[src/rtl/fifo_drain_pkg.sv]
// fifo_drain_pkg: shared defaults, debug state encoding and width helper for fifo_drain.
//   DATA_W_DEF    - default stream/FIFO data width
//   DEPTH_DEF     - default FIFO capacity in words
//   BURST_LEN_DEF - default words per burst
//   state_e       - derived activity state, exposed for debug only
//   occ_width()   - bits needed to hold an occupancy count of 0..depth
package fifo_drain_pkg;

  localparam int unsigned DATA_W_DEF    = 32;
  localparam int unsigned DEPTH_DEF     = 16;
  localparam int unsigned BURST_LEN_DEF = 4;

  typedef enum logic [1:0] {
    IDLE   = 2'd0,
    STREAM = 2'd1,
    HOLD   = 2'd2
  } state_e;

  function automatic int unsigned occ_width(input int unsigned depth);
    return $clog2(depth + 1);
  endfunction

endpackage

[src/rtl/fifo_drain_skid.sv]
// fifo_drain_skid: two-entry valid/ready output buffer.
// Ports:
//   i_clk, i_rst  - clock and synchronous active-high reset
//   i_push        - write i_push_data into the buffer this cycle
//   i_push_data   - word to store
//   o_valid       - head word present
//   o_data        - head word; held stable until it is transferred
//   i_ready       - consumer accepts the head word
//   o_count       - number of stored words (0..2)
// A push and a pop may happen in the same cycle. The caller guarantees that it never
// pushes into a full buffer without popping in that cycle.
module fifo_drain_skid
  import fifo_drain_pkg::*;
#(
  parameter int unsigned DATA_W = DATA_W_DEF
) (
  input  logic              i_clk,
  input  logic              i_rst,
  input  logic              i_push,
  input  logic [DATA_W-1:0] i_push_data,
  output logic              o_valid,
  output logic [DATA_W-1:0] o_data,
  input  logic              i_ready,
  output logic [1:0]        o_count
);

  logic [DATA_W-1:0] r_head;
  logic [DATA_W-1:0] r_tail;
  logic [1:0]        r_count;

  logic [DATA_W-1:0] w_head_nxt;
  logic [DATA_W-1:0] w_tail_nxt;
  logic [1:0]        w_count_nxt;
  logic              w_pop;

  assign w_pop = (r_count != 2'd0) && i_ready;

  always_comb begin
    w_head_nxt  = r_head;
    w_tail_nxt  = r_tail;
    w_count_nxt = r_count;
    case ({i_push, w_pop})
      2'b10: begin
        if (r_count == 2'd0) begin
          w_head_nxt  = i_push_data;
          w_count_nxt = 2'd1;
        end else if (r_count == 2'd1) begin
          w_tail_nxt  = i_push_data;
          w_count_nxt = 2'd2;
        end
      end
      2'b01: begin
        // Head only moves when a second word exists; otherwise it keeps the last value
        // while o_valid is low.
        if (r_count == 2'd2) begin
          w_head_nxt = r_tail;
        end
        w_count_nxt = r_count - 2'd1;
      end
      2'b11: begin
        if (r_count == 2'd1) begin
          w_head_nxt = i_push_data;
        end else begin
          w_head_nxt = r_tail;
          w_tail_nxt = i_push_data;
        end
      end
      default: begin
      end
    endcase
  end

  always_ff @(posedge i_clk) begin
    if (i_rst) begin
      r_head  <= '0;
      r_tail  <= '0;
      r_count <= 2'd0;
    end else begin
      r_head  <= w_head_nxt;
      r_tail  <= w_tail_nxt;
      r_count <= w_count_nxt;
    end
  end

  assign o_valid = (r_count != 2'd0);
  assign o_data  = r_head;
  assign o_count = r_count;

endmodule

[src/rtl/fifo_drain.sv]
// fifo_drain: drains a 32-bit FIFO into a burst-framed valid/ready stream.
// Ports:
//   clk, rst    - sole clock; synchronous active-high reset
//   signal_wr   - snooped FIFO write strobe (counts words entering the FIFO)
//   data_out    - FIFO read data, valid the cycle after a signal_oe cycle
//   signal_oe   - FIFO read strobe, one word per high cycle
//   m_data      - stream data
//   m_valid     - stream word present
//   m_ready     - consumer accepts
//   m_last      - last word of a BURST_LEN-word burst, qualified by m_valid
//   occupancy   - tracked FIFO word count 0..DEPTH
//   overflow    - sticky: a write arrived while occupancy == DEPTH
//   dbg_state   - derived IDLE/STREAM/HOLD state, debug only
module fifo_drain
  import fifo_drain_pkg::*;
#(
  parameter int unsigned DATA_W    = DATA_W_DEF,
  parameter int unsigned DEPTH     = DEPTH_DEF,
  parameter int unsigned BURST_LEN = BURST_LEN_DEF
) (
  input  logic                         clk,
  input  logic                         rst,
  input  logic                         signal_wr,
  input  logic [DATA_W-1:0]            data_out,
  output logic                         signal_oe,
  output logic [DATA_W-1:0]            m_data,
  output logic                         m_valid,
  input  logic                         m_ready,
  output logic                         m_last,
  output logic [occ_width(DEPTH)-1:0]  occupancy,
  output logic                         overflow,
  output state_e                       dbg_state
);

  localparam int unsigned OCC_W  = occ_width(DEPTH);
  localparam int unsigned BEAT_W = (BURST_LEN > 1) ? $clog2(BURST_LEN) : 1;

  localparam logic [OCC_W-1:0]  OCC_FULL  = OCC_W'(DEPTH);
  localparam logic [BEAT_W-1:0] BEAT_LAST = BEAT_W'(BURST_LEN - 1);

  logic [OCC_W-1:0]  r_occ;
  logic              r_overflow;
  logic              r_inflight;
  logic [BEAT_W-1:0] r_beat;

  logic [OCC_W-1:0]  w_occ_nxt;
  logic              w_inc;
  logic              w_pop;
  logic [1:0]        w_skid_count;
  logic [2:0]        w_pending;

  // ---------------------------------------------------------------------------
  // Output buffer. A read issued in cycle t is captured at the end of t+1, which is
  // exactly the cycle r_inflight is high.
  // ---------------------------------------------------------------------------
  fifo_drain_skid #(
    .DATA_W (DATA_W)
  ) u_skid (
    .i_clk       (clk),
    .i_rst       (rst),
    .i_push      (r_inflight),
    .i_push_data (data_out),
    .o_valid     (m_valid),
    .o_data      (m_data),
    .i_ready     (m_ready),
    .o_count     (w_skid_count)
  );

  assign w_pop = m_valid && m_ready;

  // ---------------------------------------------------------------------------
  // Read issue: never commit more words than the buffer can hold. The pop of the
  // current cycle frees a slot in time for a read issued now, so m_ready rising
  // re-opens reads in the same cycle.
  // ---------------------------------------------------------------------------
  assign w_pending = {1'b0, w_skid_count} + {2'b00, r_inflight};
  assign signal_oe = (r_occ != '0) && (w_pending < (3'd2 + {2'b00, w_pop}));

  // ---------------------------------------------------------------------------
  // Occupancy tracking and sticky overflow
  // ---------------------------------------------------------------------------
  assign w_inc = signal_wr && (r_occ != OCC_FULL);

  always_comb begin
    w_occ_nxt = r_occ;
    case ({w_inc, signal_oe})
      2'b10:   w_occ_nxt = r_occ + OCC_W'(1);
      2'b01:   w_occ_nxt = r_occ - OCC_W'(1);
      default: w_occ_nxt = r_occ;
    endcase
  end

  always_ff @(posedge clk) begin
    if (rst) begin
      r_occ      <= '0;
      r_overflow <= 1'b0;
      r_inflight <= 1'b0;
    end else begin
      r_occ      <= w_occ_nxt;
      r_inflight <= signal_oe;
      if (signal_wr && (r_occ == OCC_FULL)) begin
        r_overflow <= 1'b1;
      end
    end
  end

  // ---------------------------------------------------------------------------
  // Burst framing
  // ---------------------------------------------------------------------------
  always_ff @(posedge clk) begin
    if (rst) begin
      r_beat <= '0;
    end else if (w_pop) begin
      r_beat <= (r_beat == BEAT_LAST) ? '0 : r_beat + BEAT_W'(1);
    end
  end

  assign m_last    = m_valid && (r_beat == BEAT_LAST);
  assign occupancy = r_occ;
  assign overflow  = r_overflow;

  // ---------------------------------------------------------------------------
  // Debug state. A read in flight counts as activity, so IDLE means nothing is
  // anywhere in the drain path.
  // ---------------------------------------------------------------------------
  always_comb begin
    dbg_state = STREAM;
    if ((r_occ == '0) && (w_skid_count == 2'd0) && !r_inflight) begin
      dbg_state = IDLE;
    end else if ((w_skid_count == 2'd2) && !m_ready) begin
      dbg_state = HOLD;
    end
  end

endmodule

[config.mk]
export PLATFORM = sky130hd
export DESIGN_NAME = fifo_drain
export DESIGN_NICKNAME = d
export VERILOG_FILES = /design/src/rtl/fifo_drain_pkg.sv /design/src/rtl/fifo_drain_skid.sv /design/src/rtl/fifo_drain.sv
export SDC_FILE = /design/constraint.sdc
export NUM_CORES = 1
export LEC_CHECK = 0
export ABC_AREA = 1
export BUFFER_PORTS_ARGS = -buffer_cell sky130_fd_sc_hd__buf_4
export CAP_MARGIN = 20
export CORE_MARGIN = 2
export CORE_UTILIZATION = 30
export CTS_CLUSTER_DIAMETER = 40
export CTS_CLUSTER_SIZE = 24
export DETAILED_ROUTE_END_ITERATION = 8
export SLEW_MARGIN = 20
export SYNTH_ARGS = -nofsm -noshare
export SYNTH_HDL_FRONTEND = slang
export SYNTH_SLANG_ARGS = --single-unit
[constraint.sdc]
create_clock -name clk -period 3.1 [get_ports clk]
set_clock_uncertainty 0.05 [all_clocks]
set_input_delay 0.31 -clock clk [delete_from_list [all_inputs] [get_ports clk]]
set_output_delay 0.31 -clock clk [all_outputs]
set_load 0.05 [all_outputs]
Yosys cells after proc, flatten, opt, wreduce, memory -nomap -nowiden
Index checks and enable logic that the tools add are counted.
- flip-flop bits (word level): 75
- bits of input ports: 36
- output and inout bits: 43
- logic and storage cells: 64
- add/sub/neg operators: 6
- magnitude comparators: 1
- equal/unequal tests: 15
- mux-type cells: 14
- reduce and logical (&&, ||, !) cells: 21
- operators with widths (cell ; count):
    32-bit 2-to-1 mux ; 5
    32-bit case mux with 3 select lines ; 1
    32-bit case mux with 2 select lines ; 1
    2-bit equality test, second input constant ; 5
    2-bit 2-to-1 mux ; 5
    5-bit case mux with 2 select lines ; 1
    1-bit logical AND ; 8
    2-bit inequality test, second input constant ; 4
    2-bit nonzero test ; 4
    2-bit by 1-bit equality test with 1-bit output, second input constant ; 3
    3-bit AND reduction ; 2
    5-bit by 1-bit adder with 5-bit output, second input constant ; 1
    5-bit equality test, second input constant ; 1
    5-bit logical NOT ; 1
    5-bit inequality test, second input constant ; 1
    5-bit nonzero test ; 1
    5-bit by 1-bit subtractor with 5-bit output, second input constant ; 1
    2-bit case mux with 2 select lines ; 1
    2-bit by 1-bit adder with 3-bit output ; 1
    2-bit by 1-bit adder with 3-bit output, first input constant ; 1
    3-bit less-than comparator ; 1
    3-bit by 2-bit inequality test with 1-bit output, second input constant ; 1
    3-bit nonzero test ; 1
    2-bit by 1-bit adder with 2-bit output, second input constant ; 1
    4 further kinds ; 5

Logic depth before layout (Yosys ltp)
- depth after elaboration: 7
- gate-level depth with buffers: 20
- depth with buffers taken out: 20

By module
From an unflattened synthesis, not the netlist that was laid out.
- cells, all modules: 841
- area total of the unflattened synthesis: 4827.1 um^2
- by module, submodules not included (module ; times used ; cells each ; area an instance (um^2) ; seq. area each (um^2)):
    fifo_drain_skid ; 1 ; 755 ; 4230.3 ; 1321.3
    fifo_drain ; 1 ; 86 ; 596.8 ; 180.2

Worst setup path after synthesis
Ideal clock, no wire load.
- kind: register to register
- start point: register u_skid.r_count[0], in the netlist u_skid.o_count[0]
- end point: register r_occ[4], in the netlist occupancy[4]
- library setup time: 0.132 ns
- arrival time: 2.839 ns
- required time: 2.918 ns
- slack: 0.079 ns
- cell stages (with the launch flop): 21
- path buffers: 0
- clock period less this slack: 3.021 ns
- path through: dfxtp_1 inv_1 ha_1 inv_2 nand2_1 o21ai_0 inv_1 nor2_1 nand2_1 inv_1 ha_1 inv_1 fa_1 inv_1 nand2_1 nand2_1 nand2_1 nand2_1 nand2_1 nand2_1 a21oi_1
- longest elaborated chain between the ends: 7
- elaborated cells between the ends (all ways): 10
- classes of those cells: 2 x add/sub; 1 x order compare; 2 x eq/ne; 1 x mux; 4 x reduce/logical
- RTL lines (element ; RTL line ; RTL):
    from (decl) ; fifo_drain_skid.sv:29 ; logic [1:0] r_count;
    from (signal assigned) ; fifo_drain_skid.sv:81 ; r_count <= w_count_nxt;
    2-bit nonzero test * ; fifo_drain_skid.sv:85 ; assign o_valid = (r_count != 2'd0);
    net m_valid ; fifo_drain.sv:27 ; output logic m_valid,
    1-bit logical AND * ; fifo_drain.sv:69 ; assign w_pop = m_valid && m_ready;
    2-bit by 1-bit adder with 3-bit output * ; fifo_drain.sv:77 ; assign signal_oe = (r_occ != '0) && (w_pending < (3'd2 + {2'b00, w_pop}));
    3-bit less-than comparator * ; fifo_drain.sv:77 ;
    1-bit logical AND * ; fifo_drain.sv:77 ;
    net signal_oe ; fifo_drain.sv:25 ; output logic signal_oe,
    2-bit by 1-bit equality test with 1-bit output / 2-bit equality test (equally long branches) ; fifo_drain.sv:86 ; case ({w_inc, signal_oe})
    5-bit case mux with 2 select lines / 2-bit nonzero test (equally long branches) ; n/a ;
    to (signal assigned) ; fifo_drain.sv:99 ; r_occ <= w_occ_nxt;
    to (decl) ; fifo_drain.sv:41 ; logic [OCC_W-1:0] r_occ;
The timed path passes the listed nets; every way through them passes the cells marked *.
A chain may end at the register's enable or synchronous reset.

Worst setup path in the final report
- start point: register u_skid.r_count[0], in the netlist u_skid.o_count[0]
- end point: register r_occ[4], in the netlist occupancy[4]
- longest elaborated chain between the ends: 7
- elaborated cells between the ends (all ways): 10
- classes of those cells: 2 x add/sub; 1 x order compare; 2 x eq/ne; 1 x mux; 4 x reduce/logical
- RTL lines (element ; RTL line):
    2-bit nonzero test ; fifo_drain_skid.sv:85
    1-bit logical AND ; fifo_drain.sv:69
    2-bit by 1-bit adder with 3-bit output ; fifo_drain.sv:77
    3-bit less-than comparator * ; fifo_drain.sv:77
    1-bit logical AND * ; fifo_drain.sv:77
    2-bit by 1-bit equality test with 1-bit output / 2-bit equality test (equally long branches) ; fifo_drain.sv:86
    5-bit case mux with 2 select lines / 2-bit nonzero test (equally long branches) ; n/a
Mark *: on every way between the ends. The rest lies on a longest branch, timed or not.

==> key figures <==
Place
  – Final weighted congestion in routability-driven placement: 0.7935
  – Number of cells in the design after placement: 935
  – PortBufs: 78
  – Cell Area, Placed: 0.005132 mm²
  – Dpl hpwl: 7487 µm

Floorplanning
  – Chip Width: 126.0 µm
  – Area of the die: 0.01586 mm²
  – Area of the core: 0.01453 mm²
  – Number of cell rows: 44
  – Die Y-Extent: 126.0 µm
  – Initial core utilization: 30.70%
  – I/O pin cnt: 79

Power
  – Cell Pwr Density: 1176 mW/mm²
  – LEAKAGE: 2.521 nW
  – Sequential cell fraction of total power: 22.4%
  – Clock share of power: 20.4%
  – Total power draw: 6.481 mW
  – Pint: 3.321 mW
  – Share of total power consumed by net switching: 48.76%
  – Power share of the combinational group: 57.2%
  – Switching component of the power: 3.160 mW
  – Maximum vdd ir drop: 0.3776 mV

Worst setup path
  – Critical Path AT: 2850 ps
  – Cell with the largest stage delay on the worst path: sky130_fd_sc_hd__dfxtp_1
  – Worst-case reg-to-reg path depth: 20
  – Worst R2R End: occupancy[4]$_SDFFE_PP0P_
  – Launch instance of the worst register-to-register path: u_skid.o_count[0]$_SDFFE_PP0P_
  – Setup Crit Path Kind: register to register
  – Data required time at the worst endpoint: 3240 ps
  – Most used cell along the critical path: sky130_fd_sc_hd__nand2_1
  – Worst setup EP type: register
  – List of cells traversed by the critical path: inv_1 -> ha_1 -> inv_2 -> nand2_1 -> o21ai_0 -> inv_1 -> nor2_1 -> nand2_1 -> inv_1 -> ha_1 -> inv_1 -> fa_1 -> inv_1 -> nand2_1 -> nand2_1 -> nand2_1 -> nand2_1 -> nand2_1 -> nand2_1 -> a21oi_1
  – Worst-case register-to-register setup slack: 390 ps
  – Critical Path Fanout Max: 5
  – Maximum cell stage delay along the critical path: 400 ps
  – Type of origin of the critical path: register

Yosys
  – Syn Std Cell Area: 0.004462 mm²
  – Synth Area per Inst: 6.302 µm²
  – Post-synthesis register bit count: 75
  – Number of instances in the synthesized netlist: 708
  – Register area share after synthesis: 33.65%
  – Number of distinct library cells after synthesis: 28
  – Nets in the synthesized netlist: 759
  – Warning count from the yosys run: 0

Route
  – Detailed Route Iter0 Violations: 224
  – Post-DR vias/cell: 4.547
  – DRC Markers: 0
  – Final wirelength: 11480 µm
  – TritonRoute pass-1 iters: 4
  – Antenna viol nets, final: 0
  – Via count: 4324
  – Per-cell routed wire length: 12.07 µm

Timing
  – Shortest period the worst path allows: 2707 ps
  – Max Slew Vio Count: 0
  – Transition time at the pin with the least slew margin: 650.6 ps
  – Total Neg Setup Slack: 0 ps
  – Number of hold violations in the final report: 0
  – Period utilisation layout: 87.33%
  – Fmax: 0.3694 GHz
  – Final-report setup violation count: 0
  – Headroom to the max-slew limit: 56.58%
  – Setup repair after global routing missed its margin: no

Clock tree
  – Number of H-tree branching levels: 3
  – Buffer levels on the longest clock path: 2
  – Clock tree from TritonCTS: built
  – Clock-pin slew on the worst setup and hold paths: 60 ps
  – Clock latency on the worst-skew pair: 330 ps
  – Setup Fix Bufs, Post-CTS: 0
  – Cts-stage hold buffer count: 0
  – Number of gates resized after cts: 0
  – CTS root buffer: sky130_fd_sc_hd__clkbuf_16
  – Number of buffers inserted during clock tree synthesis: 9
  – Clock sink count: 75

Min path
  – Worst hold endpoint: overflow$_SDFFE_PP0P_
  – Min-delay src: signal_wr
  – Cells on Worst Hold Path: 3
  – Worst hold path class: primary input to register

Global routing
  – Via count of the first global-routing pass: 4111
  – Total GRT Usage: 14.93%
  – Met3 Usage GRT: 2.719%
  – Number of antenna violations at the first check in global routing: 0
  – GR met2 Demand/Resource: 25.21%
  – Pin count of the biggest net entering global routing: 65
  – Most crowded layer after global routing: met2
  – Global-route wire length before repair: 19600 µm
  – Aggregate global routing overflow: 0
  – GR Layer Usage met1: 19.54%

Layout
  – Post-route non-filler standard cell count: 951
  – Final cell area excluding filler cells: 0.005509 mm²
  – Count of antenna diodes in the layout: 0
  – Share of the core filled with cells in the final layout: 37.90%
  – Area grow syn2layout: 23.47%
  – Proportion of layout cells with a drive suffix above 1: 14.99%
  – Number of nets at the end of the flow: 813

Run
  – Total of max-cap violations: 0

Outcome
  – Result of the run: finished, final reports clean
[registers in the layout, summed over array words and instances (netlist names)]
name	cells
u_skid.o_data	32
u_skid.r_tail	32
occupancy	5
r_beat	2
u_skid.o_count	2
overflow	1
r_inflight	1
[final cells by class]
type / count / area [µm²]
clock buffers: 12 / 256.5
fillers: 1578 / 9025
clock inverters: 4 / 120.1
inverters: 89 / 335.3
multi-input cells: 499 / 2392
well taps: 184 / 230.2
repair buffers: 88 / 673.1
flip-flops and latches: 75 / 1501
[cell usage after synthesis (all sizes together)]
library cell	n	area share, %
clkbuf	13	1.1
inv	88	7.4
nor2	30	2.6
a21oi	101	11
a22oi	18	3.0
o21ai	45	5.1
clkinv	1	0.11
buf	32	4.3
nor3	2	0.22
nand4	1	0.14
or2	1	0.14
o211a	1	0.22
o21a	18	3.0
fa	1	0.45
dfxtp	75	34
nand2	249	21
ha	14	3.9
nand3	17	1.9
xnor2	1	0.20
[routing by layer]
metal | share of wire [%] | wire length (µm)
met1 | 49 | 5668
met2 | 45 | 5220
met3 | 3.8 | 436
met4 | 1.4 | 158
met5 | 0 | 0
[cells in the final DEF (no fill, tap or decap), drive strengths merged, types with 4 or more instances in the layout]
cell type,netlist,final
a21oi,101,101
a22oi,18,18
buf,32,88
bufinv,0,4
clkbuf,13,12
dfxtp,75,75
ha,14,14
inv,88,88
nand2,249,249
nand3,17,17
nor2,30,30
o21a,18,18
o21ai,45,45
[power groups by stage]
stage	clock network (mW)	logic [mW]	registers, mW
finish	1.33	3.71	1.45
global route	1.40	4.17	1.50
CTS	1.36	3.76	1.46
detailed placement	0	3.75	1.48
global placement	0	3.74	1.47
floorplan	0	2.17	2.16
[worst max-delay path, delay by kind of cell (launching register included)]
kind | cells | cell delay (ps)
adders and majority gates | 3 | 860
and+or+nand+nor | 9 | 570
buffers and inverters | 6 | 460
DFF | 1 | 400
AOI/OAI and AO/OA | 2 | 210
[kinds of logic after synthesis]
family	Yosys count	share of synthesized area (%)
adders and majority gates	15	4.375
buffers and inverters	134	12.90
xor gates and xnor gates	1	0.1963
DFF	75	33.65
AOI/OAI and AO/OA	183	22.83
and+or+nand+nor	300	26.05
[worst max-delay path by stage]
| stage | start | end |
|---|---|---|
| 3_5_place_dp | u_skid.o_count[0]$_SDFFE_PP0P_ | occupancy[4]$_SDFFE_PP0P_ |
| 6_report | u_skid.o_count[0]$_SDFFE_PP0P_ | occupancy[4]$_SDFFE_PP0P_ |
| 2_1_floorplan | u_skid.o_count[0]$_SDFFE_PP0P_ | occupancy[4]$_SDFFE_PP0P_ |
| 5_1_grt | u_skid.o_count[0]$_SDFFE_PP0P_ | occupancy[4]$_SDFFE_PP0P_ |
| 3_3_place_gp | u_skid.o_count[0]$_SDFFE_PP0P_ | occupancy[4]$_SDFFE_PP0P_ |
| 4_1_cts | u_skid.o_count[0]$_SDFFE_PP0P_ | occupancy[4]$_SDFFE_PP0P_ |
[metrics by stage]
step,setup slack [ps],hold WS (ps)
final,392.8,167.2
after global routing,40.13,184.9
after CTS,361.3,155.1
after detailed placement,375.4,420.6
after global placement,456.3,410.5
after floorplan,78.58,404.7
Power figures use the tool's default switching activity.
